[config.mk]
export PLATFORM = sky130hd
export DESIGN_NAME = mac_seq
export DESIGN_NICKNAME = d
export VERILOG_FILES = /design/src/rtl/mac_pkg.sv /design/src/rtl/mac_seq_fifo.sv /design/src/rtl/mac_seq.sv
export SDC_FILE = /design/constraint.sdc
export NUM_CORES = 1
export LEC_CHECK = 0
export ABC_AREA = 1
export CORE_AREA = 2 2 196 198
export DETAILED_ROUTE_END_ITERATION = 10
export DIE_AREA = 0 0 198 200
export PLACE_DENSITY_LB_ADDON = 0.3
export RECOVER_POWER = 100
export SLEW_MARGIN = 20
export SYNTH_ARGS = -nofsm -noshare
export SYNTH_HDL_FRONTEND = slang
export SYNTH_SLANG_ARGS = --single-unit
[constraint.sdc]
create_clock -name clk -period 4.13 [get_ports clk]
set_input_delay 1.239 -clock clk [delete_from_list [all_inputs] [get_ports clk]]
set_output_delay 1.239 -clock clk [all_outputs]
set_load 0.05 [all_outputs]
[src/rtl/mac_pkg.sv]
// mac_pkg: shared MAC datapath widths and sequencer state encoding
package mac_pkg;
  localparam int MAC_LANES = 16;
  localparam int MAC_LANE_W = 8;
  localparam int MAC_ACC_W = 2 * MAC_LANE_W + $clog2(MAC_LANES);
  function automatic int acc_w(input int ci_w);
    return MAC_ACC_W + ci_w;
  endfunction
  typedef enum logic [1:0] {IDLE, ISSUE, WAIT, DRAIN} seq_state_t;
endpackage

[src/rtl/mac_seq_fifo.sv]
// res_fifo2: two-entry ready/valid result FIFO
module res_fifo2 #(
  parameter int W = 28
) (
  input  logic         clk,
  input  logic         rstn,
  input  logic         push,
  input  logic [W-1:0] din,
  input  logic         pop,
  output logic [W-1:0] dout,
  output logic         full,
  output logic         empty
);
  logic [W-1:0] r_mem [2];
  logic         r_wp, r_rp;
  logic [1:0]   r_cnt;
  logic         w_wr, w_rd;
  assign w_wr  = push && !full;
  assign w_rd  = pop && !empty;
  assign full  = r_cnt == 2'd2;
  assign empty = r_cnt == 2'd0;
  assign dout  = r_mem[r_rp];
  always_ff @(posedge clk or negedge rstn)
    if (!rstn) begin
      r_mem[0] <= '0;
      r_mem[1] <= '0;
      r_wp     <= 1'b0;
      r_rp     <= 1'b0;
      r_cnt    <= 2'd0;
    end else begin
      if (w_wr) r_mem[r_wp] <= din;
      r_wp  <= r_wp ^ w_wr;
      r_rp  <= r_rp ^ w_rd;
      r_cnt <= r_cnt + 2'(w_wr) - 2'(w_rd);
    end
endmodule

[src/rtl/mac_seq.sv]
// mac_seq: walks co/pos/ci over a tile, issues buffer reads and accumulates MAC partial sums
module mac_seq
  import mac_pkg::*;
#(
  parameter int CI_W    = 8,
  parameter int POS_W   = 8,
  parameter int CO_W    = 8,
  parameter int ADDR_W  = 16,
  parameter int BUF_LAT = 1,
  parameter int ACC_W   = acc_w(CI_W)
) (
  input  logic                 clk,
  input  logic                 rstn,
  input  logic                 start,
  input  logic [CI_W-1:0]      cfg_ci_m1,
  input  logic [POS_W-1:0]     cfg_pos_m1,
  input  logic [CO_W-1:0]      cfg_co_m1,
  output logic                 busy,
  output logic                 done,
  output logic                 fbuf_rd_en,
  output logic [ADDR_W-1:0]    fbuf_addr,
  output logic                 wbuf_rd_en,
  output logic [ADDR_W-1:0]    wbuf_addr,
  output logic                 mac_vld_i,
  input  logic [MAC_ACC_W-1:0] mac_acc,
  input  logic                 mac_vld,
  output logic                 out_vld,
  output logic [ACC_W-1:0]     out_data,
  input  logic                 out_rdy
);
  seq_state_t         r_state, w_next;
  logic [CI_W-1:0]    r_ci_m1, r_ci, r_ret_cnt;
  logic [POS_W-1:0]   r_pos_m1, r_pos;
  logic [CO_W-1:0]    r_co_m1, r_co;
  logic [ADDR_W-1:0]  r_fbase, r_wbase, w_step;
  logic [1:0]         r_credit;
  logic [BUF_LAT-1:0] r_vld_sr;
  logic [ACC_W-1:0]   r_acc, w_sum;
  logic w_start, w_issue, w_dec, w_pop, w_last, w_beat, w_push, w_full, w_empty;
  logic w_ci_end, w_pos_end;
  assign w_start   = r_state == IDLE && start;
  assign w_ci_end  = r_ci == r_ci_m1;
  assign w_pos_end = r_pos == r_pos_m1;
  assign w_last    = w_ci_end && w_pos_end && r_co == r_co_m1;
  assign w_step    = ADDR_W'(r_ci_m1) + ADDR_W'(1);
  // a new position needs a free result slot; WAIT always sits at ci==0
  assign w_issue   = (r_state == ISSUE || r_state == WAIT) && (r_ci != '0 || r_credit != 2'd0);
  assign w_dec     = w_issue && r_ci == '0;
  assign w_pop     = out_vld && out_rdy;
  assign w_beat    = mac_vld && r_state != IDLE;
  assign w_sum     = (r_ret_cnt == '0 ? '0 : r_acc) + ACC_W'($signed(mac_acc));
  assign w_push    = w_beat && r_ret_cnt == r_ci_m1 && !w_full;
  always_ff @(posedge clk or negedge rstn)
    if (!rstn) r_state <= IDLE;
    else r_state <= w_next;
  always_comb
    w_next = r_state == IDLE  ? (start ? ISSUE : IDLE) :
             r_state == DRAIN ? (done ? IDLE : DRAIN) :
             !w_issue ? WAIT : w_last ? DRAIN : ISSUE;
  always_comb begin
    done       = r_state == DRAIN && r_credit == 2'd1 && w_pop;
    busy       = r_state != IDLE && !done;
    fbuf_rd_en = w_issue;
    wbuf_rd_en = w_issue;
    fbuf_addr  = r_fbase + ADDR_W'(r_ci);
    wbuf_addr  = r_wbase + ADDR_W'(r_ci);
    mac_vld_i  = r_vld_sr[BUF_LAT-1];
    out_vld    = !w_empty;
  end
  always_ff @(posedge clk or negedge rstn)
    if (!rstn) begin
      r_ci_m1  <= '0;
      r_pos_m1 <= '0;
      r_co_m1  <= '0;
      r_ci     <= '0;
      r_pos    <= '0;
      r_co     <= '0;
      r_fbase  <= '0;
      r_wbase  <= '0;
      r_credit <= 2'd2;
    end else begin
      if (w_start) begin
        r_ci_m1  <= cfg_ci_m1;
        r_pos_m1 <= cfg_pos_m1;
        r_co_m1  <= cfg_co_m1;
        r_ci     <= '0;
        r_pos    <= '0;
        r_co     <= '0;
        r_fbase  <= '0;
        r_wbase  <= '0;
      end else if (w_issue) begin
        r_ci <= w_ci_end ? '0 : r_ci + CI_W'(1);
        if (w_ci_end) begin
          r_pos   <= w_pos_end ? '0 : r_pos + POS_W'(1);
          r_fbase <= w_pos_end ? '0 : r_fbase + w_step;
          if (w_pos_end) begin
            r_co    <= r_co + CO_W'(1);
            r_wbase <= r_wbase + w_step;
          end
        end
      end
      r_credit <= r_credit + 2'(w_pop) - 2'(w_dec);
    end
  always_ff @(posedge clk or negedge rstn)
    if (!rstn) r_vld_sr <= '0;
    else begin
      r_vld_sr[0] <= w_issue;
      for (int i = 1; i < BUF_LAT; i++) r_vld_sr[i] <= r_vld_sr[i-1];
    end
  always_ff @(posedge clk or negedge rstn)
    if (!rstn) begin
      r_acc     <= '0;
      r_ret_cnt <= '0;
    end else if (w_start) r_ret_cnt <= '0;
    else if (w_beat) begin
      r_acc     <= w_sum;
      r_ret_cnt <= r_ret_cnt == r_ci_m1 ? '0 : r_ret_cnt + CI_W'(1);
    end
  res_fifo2 #(.W(ACC_W)) u_fifo (
    .clk   (clk),
    .rstn  (rstn),
    .push  (w_push),
    .din   (w_sum),
    .pop   (out_rdy),
    .dout  (out_data),
    .full  (w_full),
    .empty (w_empty)
  );
endmodule

[After elaboration in Yosys (flattened, before gate mapping)]
Index checks and enable logic that the tools add are counted.
Storage, ports and cells
  register bits after elaboration: 181
  bits of input ports: 49
  output and inout bits: 66
  logic and storage cells: 117
Cells by class
  $add $sub $neg: 14
  order comparisons: 3
  equal/unequal tests: 9
  mux-type cells: 35
  bitwise gates (word level): 5
  reduce and logical (&&, ||, !) cells: 33
Operator list (number)
  2-to-1 mux 28 bit: 5
  2-to-1 mux 16 bit: 8
  2-to-1 mux 8 bit: 14
  bitwise mux 56 bit: 1
  adder 16 x 8 -> 16 bit: 2
  adder 16 x 9 -> 16 bit: 2
  adder 8 x 1 -> 8 bit (second input constant): 4
  == test 8 bit: 4
  adder 28 bit: 1
  demux 28 bit (select 1 bit): 1
  logical NOT 8 bit: 2
  logical AND 1 bit: 14
  nonzero test 2 bit: 6
  2-to-1 mux 2 bit: 5
  adder 8 x 1 -> 9 bit (second input constant): 1
  nonzero test 8 bit: 1
  == test 2 bit (second input constant): 3
  adder 2 x 1 -> 2 bit: 2
  == test 2 x 1 -> 1 bit (second input constant): 2
  greater-or-equal comparator 2 bit (second input constant): 2
  logical NOT 2 bit: 2
  inverter 1 -> 2 bit: 2
  AND reduction 2 bit: 2
  subtractor 2 x 1 -> 2 bit: 2
  7 further kinds: 11

[Logic depth before layout (Yosys ltp)]
Gate-level depths: netlist of the first run.
  depth after elaboration: 7
  depth in mapped cells: 19
  mapped depth without buffers: 18

[Hierarchy]
Synthesis of the first run repeated with hierarchy kept, for this count alone.
Second synthesis, totals
  cell total of the unflattened synthesis: 1919
  area total of the unflattened synthesis: 13026.2 um^2
By module, submodules not included
  mac_seq: instances 1, cells each 1589, area each 10293.6 um^2, seq. area each 3029.2 um^2
  res_fifo2: instances 1, cells each 330, area each 2732.6 um^2, seq. area each 1501.4 um^2

[Least setup slack after synthesis of the first run]
OpenSTA, ideal clock, no wires.
  path kind: input -> output
  from: input out_rdy
  to: output busy
  arrival: 3.791 ns
  data required time: 2.891 ns
  path slack: -0.900 ns
  cell stages on the path: 3
  path buffers: 0
  cell sequence: nand2_1 -> nor4b_1 -> nor2_1
Between the ends
  cells in the longest elaborated chain, start to end: 4
RTL lines
  start, declared: RTL line mac_seq.sv:29  | input logic out_rdy
  logical AND 1 bit: RTL line mac_seq.sv:49  | assign w_pop = out_vld && out_rdy;
  logical AND 1 bit: RTL line mac_seq.sv:61  | done = r_state == DRAIN && r_credit == 2'd1 && w_pop;
  named net done: RTL line mac_seq.sv:19  | output logic done,
  logical NOT 1 bit: RTL line mac_seq.sv:62  | busy = r_state != IDLE && !done;
  logical AND 1 bit: RTL line mac_seq.sv:62
  end, declared: RTL line mac_seq.sv:18  | output logic busy,
The timed path passes the listed nets, and every way through them passes these cells.

[Final worst setup path of the first run]
  from: register r_ci[1]
  to: output fbuf_addr[8]
Between the ends
  cells in the longest elaborated chain, start to end: 1
RTL lines
  start, declared: RTL line mac_seq.sv:32  | logic [CI_W-1:0] r_ci_m1, r_ci, r_ret_cnt;
  start signal, assigned: RTL line mac_seq.sv:92  | r_ci <= w_ci_end ? '0 : r_ci + CI_W'(1);
  adder 16 x 8 -> 16 bit: RTL line mac_seq.sv:65  | fbuf_addr = r_fbase + ADDR_W'(r_ci);
  end, declared: RTL line mac_seq.sv:21  | output logic [ADDR_W-1:0] fbuf_addr,
Every way passes these cells.

==> results of run 1 <==
cell families after synthesis:
kind of cell,Yosys count,synth area share (%)
xor gates and xnor gates,89,6.040
AOI/OAI and AO/OA,204,8.474
and+or+nand+nor,1039,33.07
buffers and inverters,293,9.065
DFF,181,35.11
adders and majority gates,82,8.241
timing repair:
item                                    4_1_cts  5_1_grt
endpoints found under the setup margin        4        7
resized for setup                             5        5
gates cloned                                  0        0
critical path, cell delays in order, from the launching register on:
cell and delay, ps:
sky130_fd_sc_hd__dfrtp_1 440, sky130_fd_sc_hd__inv_1 180, sky130_fd_sc_hd__fa_1 500, sky130_fd_sc_hd__o21ai_0 290
sky130_fd_sc_hd__a31oi_1 170, sky130_fd_sc_hd__o21ai_0 230, sky130_fd_sc_hd__xor2_1 160, sky130_fd_sc_hd__clkbuf_2 290
sequential cells by signal, summed over array words and instances (netlist names), 2 cells and up:
signal	flops
u_fifo.r_mem	56
r_acc	28
r_fbase	16
r_wbase	16
r_ci	8
r_ci_m1	8
r_co	8
r_co_m1	8
r_pos	8
r_pos_m1	8
r_ret_cnt	8
r_credit	2
r_state	2
u_fifo.r_cnt	2
per-layer routing:
layer	wire length, um	share of wire (%)	vias up
li1	-	-	6163
met1	17060	46	5691
met2	18210	49	259
met3	1447	3.9	33
met4	547	1.5	0
met5	0	0	-
cell type report:
cell class              instances  area [um^2]
clock buffers                  18        439.2
clock inverters                13        217.7
flip-flops and latches        181         4531
well taps                     511        639.4
fillers                      4006        22470
inverters                     246        923.4
multi-input cells            1414         7181
repair buffers                134         1002
how the worst min path moves through the flow:
stage	endpoint	cells after the start	slack [ps]
2_1_floorplan	u_fifo.r_mem[0]	2	440
3_3_place_gp	u_fifo.r_mem[0]	2	460
3_5_place_dp	u_fifo.r_mem[1]	2	460
4_1_cts	u_fifo.r_mem[1]	2	480
5_1_grt	u_fifo.r_mem[23]	2	500
6_report	u_fifo.r_mem[0]	2	480
power breakdown:
group | internal, mW | total (mW) | switching, mW
combinational | 2.68 | 8.49 | 5.80
clock | 1.10 | 1.89 | 0.791
sequential | 2.43 | 2.98 | 0.555
total | 6.21 | 13.4 | 7.15
synthesized netlist by cell type (all sizes together) (4+ instances only):
cell	count	share of area, %
fa	5	0.78
nand3b	11	0.64
o21bai	4	0.23
o21ai	128	5.1
ha	77	7.5
o22ai	8	0.39
a21o	6	0.35
clkbuf	34	0.99
nand3	140	5.4
or2	5	0.24
nand2	691	20
buf	13	0.92
nand4	24	1.2
xor2	47	3.2
nor3	22	0.89
xnor2	42	2.9
inv	244	7.1
dfrtp	180	35
a21oi	47	1.8
nor2	138	4.1
metrics by stage:
stage | hold slack, ps | utilization (%) | cell area [um^2]
6_report | 478.8 | 39.93 | 14930
2_1_floorplan | 442.2 | - | 12910
3_3_place_gp | 460.2 | 38.93 | 14560
3_5_place_dp | 463.7 | 38.93 | 14560
5_1_grt | 495.0 | 39.93 | 14930
4_1_cts | 482.4 | 40.68 | 15220
==> reports/metrics.yaml, run 1 <==
placed_cells_incl_taps: 2486
dp_worst_setup_slack_ps: 278.3
yosys_register_bits: 181
synthesized_net_count: 2019
fp-row-count: 71
grt_max_degree: 68
synth.distinct_cells: 44
post_cts_hold_buffer_count: 0
worst_skew_pair.late_latency_ps: 460
final_hold_violating_endpoints: 0
cts_max_path_buffers: 2
final_report_max_slew_violation_count: 105
via_count_of_the_first_global_routing_pass: 11880
synth-edff-count: 0
post-route-min-period_ps: 3949
detailroute.via_count: 12150
tritoncts: "done"
timing.hold.worst.class: "reg2reg"
rr_worst_depth: 16
layout_common_cells: "sky130_fd_sc_hd__nand2_1 (690), sky130_fd_sc_hd__inv_1 (243), sky130_fd_sc_hd__dfrtp_1 (180)"
finalNonFillerCells: 2517
final.setup_skew_ps: 13.76
top_usage_layer: "met2"
first_pass_grt_wire_length_mm: 60.82
clkTransAtPathRegs_ps: 70
starting_density_of_the_core_pct: 34.51
groute.layer.met2.usage_pct: 34.31
final_layout_size_suffix_gt1_share_pct: 3.988
ys.warnings.count: 0
grt_setup_unrepaired: "no"
first_pass_iters: 5
dominantRegCellSynth: "sky130_fd_sc_hd__dfrtp_1"
total_power_mw: 13.36
timing.setup.tns_ps: 0
routabilityCongestion: 0.9299
groute.layer.met3.usage_pct: 2.184
syn_area_um2: 12900
hp-start: "u_fifo.r_mem[0]"
required_ps: 2890
fp.coreArea_um2: 37400
synth_seq_area_share_pct: 35.11
ant_nets: 0
die_w_um: 198
grt_remaining_overflow: 0
cts_setup_buffers: 0
fin_worst_setup_slack_ps: 180.5
grt_use_total_pct: 19.39
outcome: "finished with violations"
sort_of_element_at_the_end_of_the_critical_path: "output pin"
tightestPinTransition_ps: 1724
worst-endpoint-arrival_ps: 2710
clock-sinks: 181
wl_mm: 37.26
layout.cells.most_common: "sky130_fd_sc_hd__nand2_1"
power.static_leakage_nw: 7.870
avgRoutedWirePerCell_um: 14.80
avgSynthCellArea_um2: 6.835
max_clock_freq_mhz: 253.2
violated_checks: "max-capacitance violations, max-slew violations"
postSynthCellCount: 1888
remaining_drc_errors: 0
postSynth.asyncResetShare_pct: 100.0
setup.worst_path.end: "fbuf_addr[8]"
dieHeight_um: 200
num_antenna_cells: 0
powerDensity_nw_per_um2: 894.5
root_buf_cell: "sky130_fd_sc_hd__clkbuf_16"
die_area_um2: 39600
floorplan.io_pins: 115
start_kind: "register"
setup.reg_to_reg.worst_slack_ps: 470
finalSetupViolCount: 0
worst_r2r_endpoint: "u_fifo.r_mem[53]"
worst_case_headroom_to_the_max_slew_limit_pct: -14.94
drt-initial-drc-count: 800
crit_path_start: "r_ci[1]"
finalNetCount: 2125
cts-buffers-inserted: 17
via_per_inst: 4.826
use_met1_pct: 25.26
flow.area_growth_from_synthesis_pct: 15.72
cts_max_level: 4
finalCritPeriodShare_pct: 95.63
crit_fanout: 6
max_cap_viol_count: 2
grt_antenna_before_repair: 0
dp.final_hpwl_mm: 28.09
vdd.ir_drop.worst_mv: 0.5050
criticalPathCategory: "reg2out"
io_buffers: 114
rr_startpoint: "r_ret_cnt[0]"
(Power assumes the default switching activity.)
==> run 2: changes to the inputs <==
--- a/config.mk
+++ b/config.mk
@@ -15,3 +15,4 @@
 export SYNTH_ARGS = -nofsm -noshare
 export SYNTH_HDL_FRONTEND = slang
 export SYNTH_SLANG_ARGS = --single-unit
+export TNS_END_PERCENT = 30
==> results of run 2 <==
Same layout as run 1: the final DEF is identical, and so are final timing and power.
